--- src/rtl/riscv_pkg.sv ---
// Shared RISC-V front-end types: data width, canonical NOP, fetch FSM states
// and the decode-facing instruction buffer entry.
`default_nettype none

package riscv_pkg;
  localparam int XLEN = 32;
  localparam logic [XLEN-1:0] NOP_INSTR = 32'h0000_0013;

  typedef enum logic [0:0] {
    FETCH = 1'b0,
    DRAIN = 1'b1
  } fetch_state_e;

  typedef struct packed {
    logic [XLEN-1:0] instr;
    logic [XLEN-1:0] pc;
  } if_entry_t;
endpackage

`default_nettype wire

--- src/rtl/fetch_fifo.sv ---
// fetch_fifo: synchronous FIFO of if_entry_t with push/pop/flush and occupancy out.
// Rev 1.0
`default_nettype none

module fetch_fifo
  import riscv_pkg::*;
#(
  parameter int DEPTH = 2
) (
  input  logic                     clk,
  input  logic                     rst_n,
  input  logic                     flush,
  input  logic                     push,
  input  if_entry_t                push_data,
  input  logic                     pop,
  output if_entry_t                head,
  output logic                     empty,
  output logic [$clog2(DEPTH):0]   count
);
  localparam int AW = $clog2(DEPTH);
  localparam int CW = AW + 1;

  if_entry_t       mem [DEPTH];
  logic [AW-1:0]   wr_ptr;
  logic [AW-1:0]   rd_ptr;

  always_ff @(posedge clk or negedge rst_n) begin
    if (!rst_n) begin
      wr_ptr <= '0;
      rd_ptr <= '0;
      count  <= '0;
    end else if (flush) begin
      wr_ptr <= '0;
      rd_ptr <= '0;
      count  <= '0;
    end else begin
      if (push) wr_ptr <= wr_ptr + AW'(1);
      if (pop)  rd_ptr <= rd_ptr + AW'(1);
      count <= count + CW'(push) - CW'(pop);
    end
  end

  // Storage needs no reset: contents are only observed while count is non-zero.
  always_ff @(posedge clk) begin
    if (push && !flush) mem[wr_ptr] <= push_data;
  end

  always_ff @(posedge clk) begin
    if (rst_n && !flush) assert (!(push && !pop && count == CW'(DEPTH)));
  end

  assign head  = mem[rd_ptr];
  assign empty = (count == '0);
endmodule

`default_nettype wire

--- src/rtl/instruc_fetch.sv ---
// instruc_fetch: PC, credit-limited imem requests, branch redirect with stale-response drain.
// Rev 1.0
`default_nettype none

module instruc_fetch
  import riscv_pkg::*;
#(
  parameter logic [XLEN-1:0] RESET_PC   = 32'h0000_0000,
  parameter int              FIFO_DEPTH = 2
) (
  input  logic             clk,
  input  logic             rst_n,
  output logic             imem_req_valid,
  input  logic             imem_req_ready,
  output logic [XLEN-1:0]  imem_req_addr,
  input  logic             imem_rsp_valid,
  input  logic [XLEN-1:0]  imem_rsp_data,
  input  logic             redirect,
  input  logic [XLEN-1:0]  redirect_pc,
  output logic             if_valid,
  input  logic             if_ready,
  output logic [XLEN-1:0]  if_instr,
  output logic [XLEN-1:0]  if_pc
);
  localparam int CW = $clog2(FIFO_DEPTH) + 1;

  fetch_state_e    state;
  logic [XLEN-1:0] fetch_pc;
  logic [XLEN-1:0] pc_shadow;
  logic [CW-1:0]   in_flight;
  logic [CW-1:0]   drop_cnt;
  logic [CW-1:0]   fifo_count;
  logic [CW-1:0]   in_flight_nxt;
  logic [CW:0]     credits_used;
  logic [XLEN-1:0] target_pc;
  logic            req_hs;
  logic            push;
  logic            pop;
  logic            fifo_empty;
  if_entry_t       push_data;
  if_entry_t       head;
  logic            unused_align_bits;

  assign unused_align_bits = ^redirect_pc[1:0];
  assign target_pc         = {redirect_pc[XLEN-1:2], 2'b00};

  // Credits cover both outstanding requests and buffered words, so the FIFO cannot overflow.
  assign credits_used   = {1'b0, in_flight} + {1'b0, fifo_count};
  assign imem_req_valid = rst_n && !redirect && (credits_used < (CW+1)'(FIFO_DEPTH));
  assign imem_req_addr  = fetch_pc;
  assign req_hs         = imem_req_valid && imem_req_ready;

  assign push          = imem_rsp_valid && (state == FETCH) && !redirect;
  assign pop           = if_valid && if_ready;
  assign in_flight_nxt = in_flight + CW'(req_hs) - CW'(imem_rsp_valid);

  assign push_data.instr = imem_rsp_data;
  assign push_data.pc    = pc_shadow;

  always_ff @(posedge clk or negedge rst_n) begin
    if (!rst_n) begin
      state     <= FETCH;
      fetch_pc  <= RESET_PC;
      pc_shadow <= RESET_PC;
      in_flight <= '0;
      drop_cnt  <= '0;
    end else begin
      in_flight <= in_flight_nxt;
      if (redirect) begin
        fetch_pc  <= target_pc;
        pc_shadow <= target_pc;
        drop_cnt  <= in_flight_nxt;
        state     <= (in_flight_nxt != '0) ? DRAIN : FETCH;
      end else begin
        if (req_hs) fetch_pc  <= fetch_pc + 32'd4;
        if (push)   pc_shadow <= pc_shadow + 32'd4;
        if (state == DRAIN && imem_rsp_valid) begin
          drop_cnt <= drop_cnt - CW'(1);
          if (drop_cnt == CW'(1)) state <= FETCH;
        end
      end
    end
  end

  always_ff @(posedge clk) begin
    if (rst_n) begin
      assert (!(imem_rsp_valid && in_flight == '0));
      assert (!(imem_rsp_valid && state == DRAIN && drop_cnt == '0));
    end
  end

  fetch_fifo #(
    .DEPTH (FIFO_DEPTH)
  ) u_fifo (
    .clk       (clk),
    .rst_n     (rst_n),
    .flush     (redirect),
    .push      (push),
    .push_data (push_data),
    .pop       (pop),
    .head      (head),
    .empty     (fifo_empty),
    .count     (fifo_count)
  );

  assign if_valid = !fifo_empty;
  assign if_instr = fifo_empty ? NOP_INSTR : head.instr;
  assign if_pc    = fifo_empty ? pc_shadow : head.pc;
endmodule

`default_nettype wire
--- config.mk ---
export PLATFORM = sky130hd
export DESIGN_NAME = instruc_fetch
export DESIGN_NICKNAME = d
export VERILOG_FILES = /design/src/rtl/riscv_pkg.sv /design/src/rtl/fetch_fifo.sv /design/src/rtl/instruc_fetch.sv
export SDC_FILE = /design/constraint.sdc
export NUM_CORES = 1
export LEC_CHECK = 0
export CAP_MARGIN = 20
export CELL_PAD_IN_SITES_DETAIL_PLACEMENT = 0
export CELL_PAD_IN_SITES_GLOBAL_PLACEMENT = 1
export CORE_ASPECT_RATIO = 0.8
export CORE_MARGIN = 5
export CORE_UTILIZATION = 40
export CTS_CLUSTER_DIAMETER = 80
export CTS_CLUSTER_SIZE = 40
export DETAILED_ROUTE_END_ITERATION = 16
export PLACE_DENSITY_LB_ADDON = 0.1
export SYNTH_ARGS = -nofsm -noshare
export SYNTH_HDL_FRONTEND = slang
export SYNTH_HIERARCHICAL = 1
export SYNTH_SLANG_ARGS = --single-unit
--- constraint.sdc ---
create_clock -name clk -period 10.11 [get_ports clk]
set_clock_uncertainty 0.2 [all_clocks]
set_input_delay 2.022 -clock clk [delete_from_list [all_inputs] [get_ports clk]]
set_output_delay 2.022 -clock clk [all_outputs]
set_load 0.02 [all_outputs]
; ---- Yosys cells after proc, flatten, opt, wreduce, memory -nomap -nowiden
; Memory sizes are Yosys's and may differ from the RTL's.
; Cells that the tools add are included.
[totals]
reg_bits = 73
romBits = 0
latch_bits = 0
word_cells = 59
mem_count = 1
ramBits = 128
inputBits = 70
[mem_list]
columns = memory, words, width, rd, rd_clocked_by_memory_dff, wr, line_no
row1 = u_fifo.mem, 2, 64, 1, 0, 1, fetch_fifo.sv:23  ; if_entry_t mem [DEPTH];
[classes]
bitwise_logic = 1
eq_ne = 1
mux = 19
reduce_logical = 18
addsub = 10
n_lt_le_gt_ge = 1
mul = 0
shifts = 0
div_mod_pow = 0
[op_table]
columns = op, n
row1 = 32-bit 2-to-1 mux, 6
row2 = 32-bit by 3-bit adder with 32-bit output (second input constant), 2
row3 = 2-bit nonzero test, 6
row4 = 1-bit 2-to-1 mux, 10
row5 = 1-bit logical AND, 8
row6 = 2-bit 2-to-1 mux, 3
row7 = 2-bit by 1-bit adder with 2-bit output, 2
row8 = 2-bit by 1-bit subtractor with 2-bit output, 2
row9 = 2-bit by 2-bit adder with 3-bit output, 1
row10 = 3-bit by 2-bit less-than comparator with 1-bit output (second input constant), 1
row11 = 1-bit adder (second input constant), 2
row12 = 2-bit by 1-bit == test with 1-bit output (second input constant), 1
row13 = 1-bit logical NOT, 2
row14 = 2-bit logical NOT, 1
row15 = 2-bit AND reduction, 1
row16 = 2-bit by 1-bit subtractor with 2-bit output (second input constant), 1
row17 = 1-bit NOT, 1

; ---- Depth between registers and ports, before layout
[depth]
depth_word = 9
depth_mapped = 12
depth_no_buf = 11

; ---- Hierarchy
; The synthesis kept the hierarchy.
[modules_own_cells]
columns = mod, instances, seq_area_each_um2, area_per_inst_um2, cells_per_inst
row1 = fetch_fifo, 1, 3943.8, 5034.8, 217
row2 = instruc_fetch, 1, 1626.6, 4603.2, 501

; ---- Least setup slack after synthesis
; OpenSTA, ideal clock, no wires.
[synth_path]
kind = input-to-reg
from = in imem_rsp_valid
to = mem u_fifo/mem[0][0] in the netlist's numbering (enable)
slack_ns = 2.101
cell_stages = 3
path_buffers = 0
t_arrival_ns = 7.230
t_required_ns = 9.331
path_cell_list = nor2b_1 -> and2_1 -> nor3b_1
[synth_between]
elab_chain_cells = 5
[synth_rtl]
columns = item, line_no
row1 = from (decl), instruc_fetch.sv:16  ; input logic imem_rsp_valid,
row2 = 1-bit logical AND (2 in series), instruc_fetch.sv:53  ; assign push = imem_rsp_valid && (state == FETCH) && !redirect;
row3 = named net push, instruc_fetch.sv:37  ; logic push;
row4 = 1-bit logical AND, fetch_fifo.sv:45  ; if (push && !flush) mem[wr_ptr] <= push_data;
row5 = 1-bit 2-to-1 mux, fetch_fifo.sv:45
row6 = 1-bit 2-to-1 mux (not written as such), fetch_fifo.sv:45
row7 = to (decl), fetch_fifo.sv:23
; The timed path passes the listed nets, and every way through them passes these cells.

; ---- Final worst setup path
[layout_path]
from = in rst_n
to = out imem_req_valid
[layout_between]
elab_chain_cells = 2
[layout_rtl]
columns = item, line_no
row1 = from (decl), instruc_fetch.sv:12  ; input logic rst_n,
row2 = 1-bit logical AND, n/a
row3 = 1-bit logical AND, instruc_fetch.sv:49  ; assign imem_req_valid = rst_n && !redirect && (credits_used < (CW+1)'(FIFO_DEPTH));
row4 = to (decl), instruc_fetch.sv:13  ; output logic imem_req_valid,
; No other way between the ends.

==> flow_metrics.tcl <==
set metrics [dict create \
    maxCapViolCount 0 \
    min_period_over_period_pct 59.2 \
    synthArstFlopShare_pct 35.0 \
    dp_hpwl_um 15700 \
    max_slew.worst_pin.slew_ps 938 \
    yosysTopAreaCell "edfxtp_1" \
    leakage_nw 4.29 \
    final_hold_viol_count 0 \
    crit-reg2reg-launch "u_fifo/count[0]" \
    synth_top_area_share_pct 39.9 \
    final_nets 956 \
    hold_path_depth 1 \
    busiest_layer "met2" \
    p_sw_share_pct 34.1 \
    io_pins 168 \
    cp_top_family "buffers and inverters" \
    clockBufferDepth 2 \
    wire_per_inst_um 19.4 \
    grt_pass1_vias 6571 \
    intPower_mw 1.79 \
    cts_sinks 197 \
    ant_nets 0 \
    fill_cells 2030 \
    path_clk_slew_ps 80 \
    cts-htree-levels 4 \
    post_synth_main_area_contributors "edfxtp_1, dfrtp_1, mux2_4, mux2_2, nor2b_1" \
    ys_top_cells_by_count "edfxtp_1, dfrtp_1, mux2_2" \
    yosys_warnings 6 \
    p_per_area_nw_per_um2 224 \
    postCtsHoldBufs 0 \
    die_y_um 149 \
    via_per_inst 5.34 \
    syn_to_final_growth_pct 25.7 \
    report.final.slew_viol_count 0 \
    synth_edf_count 128 \
    path_class "in -> out" \
    setup_viol 0 \
    diodes 0 \
    vias 6422 \
    ys_ff_latch 197 \
    cts_buffers 17 \
    grtUsageTotal_pct 17.0 \
    ys.flop_type "edfxtp_1" \
    place_congestion 0.819 \
    pwr-share-comb_pct 36.9 \
    ys_seq_area_share_pct 57.8 \
    die_w_um 184 \
    rr_worst_depth 11 \
    synth_cells 718 \
    seq_area_um2 5570 \
    antenna_found_initial 0 \
    cp_num_buf_inv 3 \
    status "finished, final reports clean" \
    hold_end "in_flight[0]" \
    cts_tree "yes" \
    start_util_pct 40.9 \
    hp-start "in_flight[0]" \
    clock_latency_ps 440 \
    multi_input_area_um2 3810 \
    synth.distinct_cells 59 \
    avgSynthCellArea_um2 13.4 \
    critical-path-max-stage-delay_ps 690 \
    drcViolationCount 0 \
    clock.fmax_mhz 167 \
    min_path_type "reg -> reg" \
    relSlewSlack_pct 37.5 \
    start_kind "input pin" \
    power_frac_seq_pct 37.8 \
    rows 50 \
    switchingPower_mw 0.926 \
    die_area_um2 27300 \
    worst-r2r-setup-slack_ps 6970 \
    grt_overflow 0 \
    crit_path_cell_trace "buf_2 > buf_4 > nor4b_1 > clkdlybuf4s50_1" \
    peakVddDrop_mv 0.118 \
    drt_iter0_drc 401 \
    whs_ps 377 \
    synthesis.area_um2 9640 \
    ctsResizeCount 0 \
    io_buffer_count 163 \
    post_cts_buffers 0 \
    core-area_um2 23600 \
    drive_gt1_share_pct 19.9 \
    grt_max_degree 73 \
    grt.met2_usage_pct 25.8 \
    cp_max_fo 72 \
    rsz0062_at_grt "false" \
    use_met1_pct 24.9 \
    cp_data_required_time_ps 7890 \
    cp_data_arrival_time_ps 3770 \
    clockRootBuffer "clkbuf_16" \
    drtPass1Iterations 5 \
    tns_ps 0 \
    synth.most_common_cell "edfxtp_1" \
    slowest_stage "buf_4" \
    drt-total-wl_um 23300 \
    clock_power_share_pct 25.3 \
    grt_pass1_wl_um 36400 \
    worstSetupEndpointType "primary output" \
    fin_crit_ps 5990 \
    use_met3_pct 4.00 \
    reg2reg_to "state" \
]
cell families after synthesis:
kind of cell / Yosys count / synth area share [%]
XOR/XNOR: 26 / 2.51
AND/OR/NAND/NOR: 241 / 14.6
AO/OA/AOI/OAI: 83 / 5.83
other: 1 / 0.0389
buffers and inverters: 49 / 3.02
multiplexers: 113 / 15.1
adder cells (fa/ha/maj): 8 / 1.12
flip-flops: 197 / 57.8
flip-flops by register name (all words and copies together), names as in the netlist:
register       flops
drop_cnt           2
imem_req_addr     30
u_fifo/wr_ptr      1
u_fifo/rd_ptr      1
in_flight          2
u_fifo/mem       128
u_fifo/count       2
pc_shadow         30
state              1
metal layers:
layer  wire length (µm)  up-vias
met5                  0        -
met4                204        0
met3               1300       13
met2              10300      175
met1              11600     3189
li1                   -     3045
worst max-delay path by stage:
stage | start | endpoint | slack [ps] | cells after the start
after floorplan | imem_rsp_valid | u_fifo/mem[0][0] | 2100 | 3
after global placement | rst_n | imem_req_valid | 4050 | 4
after detailed placement | rst_n | imem_req_valid | 4040 | 4
after CTS | rst_n | imem_req_valid | 4030 | 4
after global routing | rst_n | imem_req_valid | 3860 | 4
final | rst_n | imem_req_valid | 4120 | 4
power groups by stage:
stage / combinational [mW] / clock, mW / sequential, mW
2_1_floorplan: 0.658 / 0 / 1.01
3_3_place_gp: 1.01 / 0 / 1.04
3_5_place_dp: 1.01 / 0 / 1.04
4_1_cts: 1.02 / 0.703 / 1.02
5_1_grt: 1.07 / 0.742 / 1.04
6_report: 1.00 / 0.687 / 1.02
stage by stage:
stage	total power [mW]	instances	setup slack (ps)	util, %	cell area (µm²)
2_1_floorplan	1.67	723	2100	-	9660
6_report	2.71	1203	4120	51.4	12100
3_3_place_gp	2.04	1170	4050	48.8	11500
4_1_cts	2.75	1203	4030	51.4	12100
5_1_grt	2.85	1203	3860	51.4	12100
3_5_place_dp	2.06	1171	4040	48.8	11500
worst register-to-register path, delay by kind of cell, from the launching register on:
kind	cells	cell delay (ps)
AO/OA/AOI/OAI	1	140
XOR/XNOR	2	410
buffers and inverters	1	40
adder cells (fa/ha/maj)	3	990
AND/OR/NAND/NOR	4	880
flip-flops	1	430
layout by cell type, fill, tap and decap left out, types with 3 or more instances in the layout:
| cell | instances |
|---|---|
| clkdlybuf4s50_1 | 161 |
| edfxtp_1 | 128 |
| dfrtp_1 | 68 |
| mux2_2 | 61 |
| mux2_4 | 50 |
| nor2b_1 | 37 |
| nand2_1 | 35 |
| nor2_1 | 35 |
| nand3_1 | 26 |
| xnor2_1 | 21 |
| a31oi_1 | 20 |
| o31ai_1 | 17 |
| clkbuf_16 | 17 |
| or4_1 | 16 |
| nand4_1 | 15 |
| a21oi_1 | 13 |
| inv_1 | 11 |
| nor4_1 | 11 |
| and3_1 | 10 |
| o21ai_0 | 9 |
| a211oi_1 | 9 |
| buf_4 | 9 |
| or2_2 | 8 |
| and4_1 | 8 |
| ha_1 | 7 |
| o311a_1 | 6 |
| nor3_1 | 6 |
| conb_1 | 6 |
| and2_1 | 5 |
| clkinv_8 | 5 |
| nor4b_1 | 4 |
| xor2_1 | 4 |
| inv_6 | 4 |
| nor3b_1 | 3 |
| or3_1 | 3 |
| inv_8 | 3 |
| buf_2 | 3 |
cell type report:
type | instances | area share (%)
Clock buffer | 18 | 3.54
Clock inverter | 14 | 1.45
Inverter | 12 | 0.372
Multi-Input combinational cell | 477 | 31.4
Sequential cell | 197 | 46.0
Tap cell | 312 | 3.22
Timing Repair Buffer | 173 | 14.0
Power figures use the tool's default switching activity.
